$ cat src/rtl/ib_lut_ram_loader.sv
// ib_lut_ram_loader
// Streams one LUT frame, page by page, into the IB-CNU RAM banks.
// A load is requested in IDLE with load_start/load_frame. Each accepted beat
// of lut_word_in is written one cycle later to address {frame, page}. After
// PAGE_NUM pages the loader spends one DONE cycle, then marks the frame valid.
//
// Handshake: a beat transfers on a write_clk rising edge when lut_valid_in
// and lut_ready_out are both 1. lut_ready_out is high only in LOAD and is
// dropped combinationally by load_abort. The producer may hold lut_word_in
// for any number of cycles; nothing is taken while ready is low.
//
// Ports
//   write_clk      clock, all state on rising edge
//   rst            asynchronous active-high reset
//   load_start     start request (IDLE only); load_frame latched with it
//   load_abort     abandons a load in progress (LOAD only)
//   lut_word_in    one page of data; upper LUT_PORT_SIZE bits = bank0
//   lut_valid_in   lut_word_in valid
//   lut_ready_out  beat accepted this cycle when valid is also high
//   page_addr_ram  RAM write address {frame, page}
//   ram_write_data RAM write data
//   ib_ram_we      RAM write enable
//   load_busy      high in LOAD and DONE
//   load_done      one-cycle pulse on completion (coincides with last write)
//   frame_valid    per-frame "holds a complete LUT" flags
//   state_dbg      current FSM state, for observation only
module ib_lut_ram_loader #(
  parameter int ENTRY_ADDR      = 4,
  parameter int MULTI_FRAME_NUM = 2,
  parameter int BANK_NUM        = 2,
  parameter int LUT_PORT_SIZE   = 2
) (
  input  logic                              write_clk,
  input  logic                              rst,
  input  logic                              load_start,
  input  logic                              load_frame,
  input  logic                              load_abort,
  input  logic [LUT_PORT_SIZE*BANK_NUM-1:0] lut_word_in,
  input  logic                              lut_valid_in,
  output logic                              lut_ready_out,
  output logic [ENTRY_ADDR-1:0]             page_addr_ram,
  output logic [LUT_PORT_SIZE*BANK_NUM-1:0] ram_write_data,
  output logic                              ib_ram_we,
  output logic                              load_busy,
  output logic                              load_done,
  output logic [MULTI_FRAME_NUM-1:0]        frame_valid,
  output logic [1:0]                        state_dbg
);

  localparam int PAGE_W   = ENTRY_ADDR - 1;
  localparam int PAGE_NUM = 1 << PAGE_W;

  typedef enum logic [1:0] {
    IDLE = 2'd0,
    LOAD = 2'd1,
    DONE = 2'd2
  } state_t;

  state_t            state;
  logic [PAGE_W-1:0] page_cnt;
  logic              frame;

  // Abort has priority over a simultaneous beat: ready drops, nothing transfers.
  assign lut_ready_out = (state == LOAD) && !load_abort;
  assign state_dbg     = state;

  always_ff @(posedge write_clk or posedge rst) begin
    if (rst) begin
      state          <= IDLE;
      page_cnt       <= '0;
      frame          <= 1'b0;
      page_addr_ram  <= '0;
      ram_write_data <= '0;
      ib_ram_we      <= 1'b0;
      load_busy      <= 1'b0;
      load_done      <= 1'b0;
      frame_valid    <= '0;
    end else begin
      // Write enable and done are single-cycle strobes; address/data hold.
      ib_ram_we <= 1'b0;
      load_done <= 1'b0;
      case (state)
        IDLE: begin
          if (load_start) begin
            frame                   <= load_frame;
            page_cnt                <= '0;
            frame_valid[load_frame] <= 1'b0;
            load_busy               <= 1'b1;
            state                   <= LOAD;
          end
        end
        LOAD: begin
          if (load_abort) begin
            page_cnt  <= '0;
            load_busy <= 1'b0;
            state     <= IDLE;
          end else if (lut_valid_in) begin
            page_addr_ram  <= {frame, page_cnt};
            ram_write_data <= lut_word_in;
            ib_ram_we      <= 1'b1;
            // Natural wrap of the PAGE_W-bit counter returns it to page 0.
            page_cnt       <= page_cnt + 1'b1;
            if (page_cnt == PAGE_W'(PAGE_NUM - 1)) begin
              load_done <= 1'b1;
              state     <= DONE;
            end
          end
        end
        DONE: begin
          frame_valid[frame] <= 1'b1;
          load_busy          <= 1'b0;
          state              <= IDLE;
        end
        default: begin
          load_busy <= 1'b0;
          state     <= IDLE;
        end
      endcase
    end
  end

endmodule

$ cat config.mk
export PLATFORM = sky130hd
export DESIGN_NAME = ib_lut_ram_loader
export DESIGN_NICKNAME = d
export VERILOG_FILES = /design/src/rtl/ib_lut_ram_loader.sv
export SDC_FILE = /design/constraint.sdc
export NUM_CORES = 1
export LEC_CHECK = 0
export BUFFER_PORTS_ARGS = -buffer_cell sky130_fd_sc_hd__buf_2
export CAP_MARGIN = 10
export CORE_MARGIN = 10
export CORE_UTILIZATION = 40
export DETAILED_ROUTE_END_ITERATION = 8
export HOLD_SLACK_MARGIN = 0.02
export PLACE_DENSITY = 0.65
export SLEW_MARGIN = 20
export SYNTH_ARGS = -nofsm -noshare
export SYNTH_HDL_FRONTEND = slang
export SYNTH_SLANG_ARGS = --single-unit
$ cat constraint.sdc
create_clock -name write_clk -period 1.75 [get_ports write_clk]
set_clock_uncertainty 0.05 [all_clocks]
set_input_delay 0.525 -clock write_clk [delete_from_list [all_inputs] [get_ports write_clk]]
set_output_delay 0.525 -clock write_clk [all_outputs]
set_load 0.01 [all_outputs]
==> flow_metrics.env <==
export IMPL_rsz0062_at_grt="no"
export IMPL_cp_start_kind="flip-flop"
export IMPL_final_min_clock_period_ns=1.653
export IMPL_io_buffers=25
export IMPL_seq_area_frac_synth_pct=58.55
export IMPL_pre_cts_slack_ns=0.03534
export IMPL_avgRoutedWirePerCell_um=13.66
export IMPL_final_nets=104
export IMPL_synth_top_area_share_pct=58.55
export IMPL_min_period_over_period_pct=94.48
export IMPL_vias_per_cell=4.517
export IMPL_cp_max_fo=2
export IMPL_dpl_cell_area_um2=965.9
export IMPL_start_util_pct=41.82
export IMPL_grt_pass1_wl_um=2532
export IMPL_dp_hpwl_um=1226
export IMPL_grt_use_total_pct=7.511
export IMPL_drive_gt1_share_pct=49.45
export IMPL_setup_tns_ns=0
export IMPL_ys_top_cells_by_area="dfrtp_1 59%, mux2_4 11%, mux2_2 4.2%"
export IMPL_cts_buffers=3
export IMPL_grt_pass1_vias=550
export IMPL_cts_clk_slew_worst_paths_ns=0.10
export IMPL_hold_path_class="in -> async"
export IMPL_remaining_drc_errors=0
export IMPL_required_ns=1.17
export IMPL_tightestPinTransition_ns=0.2399
export IMPL_ios=26
export IMPL_synth_nets=71
export IMPL_die_area_mm2=0.004232
export IMPL_ff2ff_path_depth=4
export IMPL_hold_violations=0
export IMPL_cp_cell_sequence="nor3b_4, buf_2"
export IMPL_antenna_found_initial=0
export IMPL_ir_drop_mv=0.5242
export IMPL_cts_max_path_buffers=2
export IMPL_fillers=183
export IMPL_root_buffer="clkbuf_4"
export IMPL_core_mm2=0.001942
export IMPL_utilization_pct=52.00
export IMPL_p_leak_nw=0.5614
export IMPL_hold_ws_ns=0.1817
export IMPL_h_tree_depth=1
export IMPL_maxCapViolations=0
export IMPL_die_y_um=65.06
export IMPL_stdcell_count=118
export IMPL_clk_insertion_delay_late_ns=0.29
export IMPL_drt_first_iter_violations=4
export IMPL_setup_viol=0
export IMPL_grt_start_max_net_pins=20
export IMPL_avgSynthCellArea_um2=13.76
export IMPL_place_congestion=0.7106
export IMPL_yosys_area_top_type="dfrtp_1"
export IMPL_fp_row_count=16
export IMPL_ys_warn_count=0
export IMPL_worstSetupPathType="reg -> out"
export IMPL_final_common_cell="buf_2"
export IMPL_ant_nets=0
export IMPL_fin_ws_ns=0.09660
export IMPL_timing_fmax_mhz=604.8
export IMPL_overflow=0
export IMPL_slowest_delay_ns=0.44
export IMPL_most_common_layout_cells="25 x buf_2, 18 x dfrtp_1, 6 x mux2_4"
export IMPL_syn_area_um2=812.0
export IMPL_end_kind="primary output"
export IMPL_cp_arrival_ns=1.08
export IMPL_cts_tree="built"
export IMPL_drt_total_wl_um=1612
export IMPL_status="finished, final reports clean"
export IMPL_areaGrowthSynthToFinish_pct=24.35
export IMPL_maxSlewViolCount=0
export IMPL_synth_distinct_cells=19
export IMPL_power_total_uw=982.0
export IMPL_dpl_cell_count=112
export IMPL_ctsHoldBuffers=0
export IMPL_max_slew_margin_pct=84.01
export IMPL_first_pass_iters=4
export IMPL_postSynthCellCount=59
export IMPL_diodes=0
export IMPL_die_w_um=65.06
export IMPL_clkSinkCount=19
export IMPL_vias=533
export IMPL_finalInstanceArea_mm2=0.001010
export IMPL_p_per_area_mw_per_mm2=972.6
export IMPL_synth_seq_cells=19
export IMPL_critPathSlowestCell="dfrtp_2"
-- logic make-up after synthesis --
family / after synthesis / share of synthesized area [%]
compound gates: 11 / 8.475
fa+ha+maj: 2 / 3.081
simple gates: 15 / 11.25
buf+inv: 3 / 3.390
mux: 9 / 15.25
flops: 19 / 58.55
-- timing repair --
item                                    in CTS  in global routing
pin swaps                                    0                  1
buffers inserted                             1                  1
endpoints found under the setup margin       1                  1
gates resized for setup                      1                  0
-- state kept, by name (all words and copies together), names as in the netlist --
| name | cells |
|---|---|
| page_addr_ram | 4 |
| load_done | 1 |
| load_busy | 1 |
| frame | 1 |
| frame_valid | 2 |
| page_cnt | 3 |
| ram_write_data | 4 |
| state_dbg | 2 |
| ib_ram_we | 1 |
-- synth_stat cells --
library cell	instances
nand2_1	5
ha_1	2
a21oi_1	2
o31ai_1	1
dfrtp_1	19
and3_1	2
mux2_2	3
mux2_4	6
a22o_1	2
buf_12	1
and2_4	1
nor3b_4	1
nor2_1	3
nand2b_1	1
nand3b_1	1
inv_1	2
a211o_1	1
o21ai_0	5
and2b_1	1
-- report_power, final --
part           switching, mW  total, mW  internal [mW]
logic                  0.108      0.237          0.130
registers             0.0340      0.534          0.500
clock network          0.126      0.211         0.0849
total                  0.267      0.982          0.715
-- routing by layer --
layer	vias up	GRT usage, %	share of wire (%)
li1	270	-	-
met5	-	0	0
met1	251	8.492	44
met2	10	11.70	48
met4	0	4.011	0.81
met3	2	3.265	7.1
-- worst paths after layout --
| check | start | to | slack (ns) |
|---|---|---|---|
| min in group write_clk | lut_word_in[0] | ram_write_data[0] | 0.41 |
| worst min register to register | ram_write_data[2] | ram_write_data[2] | 0.46 |
| worst max register to register | state_dbg[1] | page_addr_ram[3] | 0.23 |
| worst max-delay path | state_dbg[1] | lut_ready_out | 0.1 |
| worst min-delay path | rst | ib_ram_we | 0.18 |
| max in group asynchronous | rst | state_dbg[1] | 1.25 |
-- final cells by class --
cell class	count	area [um2]	area share, %
Timing Repair Buffer	29	155.1	15.37
Multi-Input combinational cell	37	309.0	30.61
Inverter	2	7.507	0.7435
Clock buffer	3	22.52	2.230
Tap cell	27	33.78	3.346
Sequential cell	19	476.7	47.21
Clock inverter	1	5.005	0.4957
-- worst max-delay path, delay by kind of cell, from the launching register on --
family / cells / cell delay [ns]
buf+inv: 1 / 0.16
flops: 1 / 0.44
simple gates: 1 / 0.19
(Power assumes the default switching activity.)
